### config.mk
export PLATFORM = sky130hd
export DESIGN_NAME = main_mem_arbiter
export DESIGN_NICKNAME = d
export VERILOG_FILES = /design/src/rtl/main_mem_arbiter.sv
export SDC_FILE = /design/constraint.sdc
export NUM_CORES = 1
export LEC_CHECK = 0
export CORE_AREA = 2 2 670 672
export DETAILED_ROUTE_END_ITERATION = 10
export DIE_AREA = 0 0 672 674
export GPL_ROUTABILITY_DRIVEN = 0
export RECOVER_POWER = 50
export SETUP_SLACK_MARGIN = 0.1
export SYNTH_ARGS = -nofsm -noshare
export SYNTH_HDL_FRONTEND = slang
export SYNTH_SLANG_ARGS = --single-unit
### constraint.sdc
create_clock -name clk -period 6.1 [get_ports clk]
set_clock_uncertainty 0.05 [all_clocks]
set_input_delay 0.61 -clock clk [delete_from_list [all_inputs] [get_ports clk]]
set_output_delay 0.61 -clock clk [all_outputs]
set_load 0.01 [all_outputs]
### src/rtl/main_mem_arbiter.sv
// main_mem_arbiter
// Shares the single main-memory port between two cache controllers
// (requester 0 = I-side, requester 1 = D-side). One transaction is in flight
// at a time: IDLE -> ISSUE -> WAIT -> RESP -> IDLE.
// Contention is resolved round-robin on a last_grant pointer that only moves
// when both requesters were pending. Build macro MEM_ARB_FIXED_PRIO_EN switches
// to fixed priority where requester 1 always wins contention.
module main_mem_arbiter #(
  parameter int ADDR_W  = 32,
  parameter int WDATA_W = 32,
  parameter int LINE_W  = 512,
  parameter int TIMEOUT = 255
) (
  input  logic               clk,
  input  logic               rst_n,
  // requester 0 (I-side)
  input  logic [ADDR_W-1:0]  rq0_addr,
  input  logic [WDATA_W-1:0] rq0_wdata,
  input  logic               rq0_read_req,
  input  logic               rq0_write_req,
  output logic [LINE_W-1:0]  rq0_rdata,
  output logic               rq0_ready,
  output logic               rq0_err,
  // requester 1 (D-side)
  input  logic [ADDR_W-1:0]  rq1_addr,
  input  logic [WDATA_W-1:0] rq1_wdata,
  input  logic               rq1_read_req,
  input  logic               rq1_write_req,
  output logic [LINE_W-1:0]  rq1_rdata,
  output logic               rq1_ready,
  output logic               rq1_err,
  // main-memory port
  output logic [ADDR_W-1:0]  mem_addr,
  output logic [WDATA_W-1:0] mem_data_out,
  output logic               mem_read_req,
  output logic               mem_write_req,
  input  logic [LINE_W-1:0]  mem_data_in,
  input  logic               mem_ready,
  // status
  output logic               grant_id,
  output logic               busy
);

  // The wait counter runs 0 .. TIMEOUT-1; reaching TIMEOUT-1 without
  // mem_ready ends the WAIT phase after exactly TIMEOUT cycles.
  localparam int CNT_W = (TIMEOUT > 1) ? $clog2(TIMEOUT) : 1;
  localparam logic [CNT_W-1:0] CNT_LAST = CNT_W'(TIMEOUT - 1);

  typedef enum logic [1:0] {
    IDLE  = 2'd0,
    ISSUE = 2'd1,
    WAIT  = 2'd2,
    RESP  = 2'd3
  } state_t;

  state_t             state_q;
  state_t             state_d;

  logic               pend0;
  logic               pend1;
  logic               win_id;
  logic               win_write;
  logic [ADDR_W-1:0]  win_addr;
  logic [WDATA_W-1:0] win_wdata;

  logic               grant_q;
  logic               op_write_q;
  logic [ADDR_W-1:0]  addr_q;
  logic [WDATA_W-1:0] wdata_q;
  logic               err_q;
  logic [CNT_W-1:0]   cnt_q;
  logic [LINE_W-1:0]  rdata0_q;
  logic [LINE_W-1:0]  rdata1_q;

  logic               wait_done;
  logic               timeout_hit;

  assign pend0 = rq0_read_req | rq0_write_req;
  assign pend1 = rq1_read_req | rq1_write_req;

`ifdef MEM_ARB_FIXED_PRIO_EN
  // Fixed priority: the D-side wins whenever it is pending.
  assign win_id = pend1;
`else
  logic contend;
  logic last_grant_q;

  assign contend = pend0 & pend1;
  // Round-robin: under contention the requester that did not win last time wins.
  assign win_id  = contend ? ~last_grant_q : pend1;

  // last_grant only moves on contention, so a lone requester does not
  // steal the next turn from the other side.
  always_ff @(posedge clk or negedge rst_n) begin
    if (!rst_n) begin
      last_grant_q <= 1'b1;
    end else if (state_q == IDLE && contend) begin
      last_grant_q <= win_id;
    end
  end
`endif

  // Winner's transaction fields; write wins over read so a write-back
  // goes out ahead of the refill that triggered it.
  assign win_write = win_id ? rq1_write_req : rq0_write_req;
  assign win_addr  = win_id ? rq1_addr      : rq0_addr;
  assign win_wdata = win_id ? rq1_wdata     : rq0_wdata;

  assign timeout_hit = (state_q == WAIT) && !mem_ready && (cnt_q == CNT_LAST);
  assign wait_done   = (state_q == WAIT) && (mem_ready || (cnt_q == CNT_LAST));

  // FSM state register.
  always_ff @(posedge clk or negedge rst_n) begin
    if (!rst_n) begin
      state_q <= IDLE;
    end else begin
      state_q <= state_d;
    end
  end

  // Next-state logic; RESP always returns to IDLE so a held request is
  // not re-sampled in the same cycle its ready pulse is visible.
  always_comb begin
    state_d = state_q;
    case (state_q)
      IDLE:    if (pend0 || pend1) state_d = ISSUE;
      ISSUE:   state_d = WAIT;
      WAIT:    if (wait_done) state_d = RESP;
      RESP:    state_d = IDLE;
      default: state_d = IDLE;
    endcase
  end

  // Latch the winning transaction at the IDLE decision point.
  always_ff @(posedge clk or negedge rst_n) begin
    if (!rst_n) begin
      grant_q    <= 1'b0;
      op_write_q <= 1'b0;
      addr_q     <= '0;
      wdata_q    <= '0;
    end else if (state_q == IDLE && (pend0 || pend1)) begin
      grant_q    <= win_id;
      op_write_q <= win_write;
      addr_q     <= win_addr;
      wdata_q    <= win_wdata;
    end
  end

  // Wait-cycle counter and timeout flag; both restart at ISSUE.
  always_ff @(posedge clk or negedge rst_n) begin
    if (!rst_n) begin
      cnt_q <= '0;
      err_q <= 1'b0;
    end else if (state_q == ISSUE) begin
      cnt_q <= '0;
      err_q <= 1'b0;
    end else if (state_q == WAIT && !mem_ready) begin
      if (timeout_hit) begin
        err_q <= 1'b1;
      end else begin
        cnt_q <= cnt_q + 1'b1;
      end
    end
  end

  // Line capture: only a completed read updates the owner's rdata register.
  always_ff @(posedge clk or negedge rst_n) begin
    if (!rst_n) begin
      rdata0_q <= '0;
      rdata1_q <= '0;
    end else if (state_q == WAIT && mem_ready && !op_write_q) begin
      if (grant_q) begin
        rdata1_q <= mem_data_in;
      end else begin
        rdata0_q <= mem_data_in;
      end
    end
  end

  // Output decode from the registered state.
  always_comb begin
    mem_read_req  = 1'b0;
    mem_write_req = 1'b0;
    rq0_ready     = 1'b0;
    rq1_ready     = 1'b0;
    busy          = (state_q != IDLE);
    mem_addr      = busy ? addr_q  : '0;
    mem_data_out  = busy ? wdata_q : '0;
    if (state_q == ISSUE) begin
      mem_read_req  = ~op_write_q;
      mem_write_req = op_write_q;
    end
    if (state_q == RESP) begin
      rq0_ready = ~grant_q;
      rq1_ready = grant_q;
    end
  end

  assign rq0_err   = rq0_ready & err_q;
  assign rq1_err   = rq1_ready & err_q;
  assign rq0_rdata = rdata0_q;
  assign rq1_rdata = rdata1_q;
  assign grant_id  = grant_q;

endmodule
==> reports/metrics.yaml <==
synthesis:
  synth_area_um2: 42300
  synth_cells: 2696
  synth_warnings: 0
  synth_nets: 3350
  synth_ff_type: "dfrtp_1"
  synth_cell_types: 44
  synth_area_leaders: "dfrtp_1 65%, mux2_2 27%, nor2b_1 1.1%"
  syn_area_per_cell_um2: 15.7
  ys_seq_elements: 1102
  ys_seq_area_share_pct: 65.2
  synth_async_sr_flop_share_pct: 100
  yosys.area.top_type_share_pct: 65.2
  synth_top_area_cell: "dfrtp_1"
  yosysMostFrequentCell: "dfrtp_1"
  synth_common_cells: "1101 x dfrtp_1, 1028 x mux2_2, 75 x nor2_1"
  synth-edff-count: 0
grt:
  grt_first_pass_wirelength_um: 397000
  gr-total-overflow: 0
  grt_max_degree: 145
  antenna_found_initial: 109
  grt_use_total_pct: 13.8
  grt_pass1_vias: 32000
power:
  p_switching_mw: 16.9
  clkPwrFrac_pct: 20.7
  pwr-share-comb_pct: 48.8
  finalPower_mw: 42.4
  irDropWorstVdd_mv: 0.307
  power_density_nw_per_um2: 593
  intPower_mw: 25.4
  switching_share_pct: 40.0
  seqPwrFrac_pct: 30.5
  cellLeakagePower_nw: 28.1
cts:
  root_buffer: "clkbuf_16"
  tritoncts: "built"
  cts_htree_levels: 4
  cts_setup_buffers: 0
  clk_latency_ns: 0.83
  clockBufferDepth: 4
  cts_buffers: 140
  clock-sinks: 1102
  post_cts_resized: 0
  clk_pin_slew_ns: 0.06
sta:
  maxSlewViolCount: 459
  finalSetupViolations: 0
  hold_violations: 0
  holdWs_ns: 0.306
  rsz0062_at_grt: "no"
  max_freq_mhz: 214
  tns_ns: 0
  fin_crit_ns: 4.67
  tightest_slew_ns: 2.94
  period_share_pct: 76.5
  max_slew_margin_pct: -96.1
route:
  first_pass_iters: 6
  dr_total_vias: 31900
  drt_iter0_drc: 1985
  post-route-drc-count: 0
  viasPerCell: 3.02
  routedWlPerCell_um: 30.8
  ant_nets: 0
  routed_wl_um: 325000
worst_setup_path:
  arrival_ns: 5.17
  crit_path_end_kind: "async pin"
  crit_type: "primary input to async pin"
  crit_required_ns: 6.60
  worst-path-max-fanout: 123
  setup.worst_path.start_class: "primary input"
worst_hold_path:
  holdCritPathClass: "primary input to flip-flop"
floorplan:
  die-area_um2: 453000
  rows: 246
  ios: 1743
  die_h_um: 674
  core_um2: 447000
  dieWidth_um: 672
  start_util_pct: 9.47
layout:
  fillCellCount: 49300
  syn_to_final_growth_pct: 69.1
  drive_gt1_share_pct: 28.3
  nNetsFinal: 5128
placed_design:
  dp_hpwl_um: 283000
  port_buffers: 1742
run_status:
  violations: "capacitance limit, slew limit"
  status: "finished with violations"
run:
  maxCapViolations: 13
-- through the flow --
stage | instance area, um^2 | setup WS (ns) | cells | utilization (%)
detailed placement | 66900 | 2.82 | 10300 | 15.0
floorplan | 42300 | 4.02 | 2696 | -
finish | 71500 | 1.43 | 10500 | 16.0
CTS | 71600 | 1.86 | 10500 | 16.0
global placement | 66900 | 2.74 | 10300 | 15.0
global route | 71500 | 0.897 | 10500 | 16.0
-- final timing paths --
| check | start | endpoint | slack [ns] | depth (start not counted) |
|---|---|---|---|---|
| max | rst_n | addr_q[7] | 1.43 | 3 |
| min | rq0_addr[10] | addr_q[10] | 0.31 | 3 |
| max reg2reg | state_q[1] | wdata_q[30] | 1.83 | 6 |
| min reg2reg | rq1_rdata[320] | rq1_rdata[320] | 0.44 | 1 |
| max in group clk | state_q[1] | mem_data_out[3] | 1.46 | 5 |
| min in group asynchronous | rst_n | rq0_rdata[266] | 1.24 | 2 |
-- routing by layer --
layer	vias up	global-route usage (%)	share of wire, %
met5	-	0.266	0.095
met4	48	4.69	3.8
met3	453	10.2	17
met2	1642	22.9	48
met1	16500	13.0	32
li1	13200	-	-
-- state kept, by name, summed over array words and instances (netlist names), 2 cells and up --
name       count
addr_q        32
cnt_q          8
rq0_rdata    512
rq1_rdata    512
state_q        2
wdata_q       32
-- placed cells by master, fill, tap and decap left out, drive strengths merged, types with 33 or more instances in the layout --
cell type      instances
dfrtp               1101
mux2                1029
dlygate4sd3          279
nor2b                 72
buf                   33
nor2                  75
o21ai                 66
a21oi                 67
clkdlybuf4s50       1449
a31oi                 66
clkbuf               235
-- power groups by stage --
stage / clock, mW / sequential (mW) / combinational (mW)
4_1_cts: 9.09 / 12.9 / 21.6
2_1_floorplan: 0 / 14.2 / 4.90
3_5_place_dp: 0 / 13.0 / 21.5
5_1_grt: 9.33 / 13.3 / 21.8
3_3_place_gp: 0 / 12.9 / 21.5
6_report: 8.79 / 12.9 / 20.7
-- cells by family after synthesis --
group                    synth area share (%)
AO/OA/AOI/OAI                            2.86
AND/OR/NAND/NOR                          2.13
XOR/XNOR                               0.0207
flip-flops                               65.2
adder cells (fa/ha/maj)                 0.207
buffers and inverters                    2.13
multiplexers                             27.4
-- area by class of cell --
class,count,area [um^2],share of cell area [%]
clock buffer,195,4070,5.70
timing repair buffer,1801,17800,24.9
inverter,4,15.0,0.0210
clock inverter,44,668,0.935
antenna,24,60.1,0.0840
tap,5952,7450,10.4
multi-input combinational,1425,13800,19.3
sequential,1102,27600,38.6
-- what timing repair did --
item,in CTS,in global routing
hold endpoints to repair,39,0
endpoints found under the setup margin,0,0
hold buffers,1,0
-- critical path, cell delays in order --
cell           delay [ns]
dlygate4sd3_1        0.53
clkbuf_2             1.96
clkbuf_4             1.67
(Power assumes the default switching activity.)
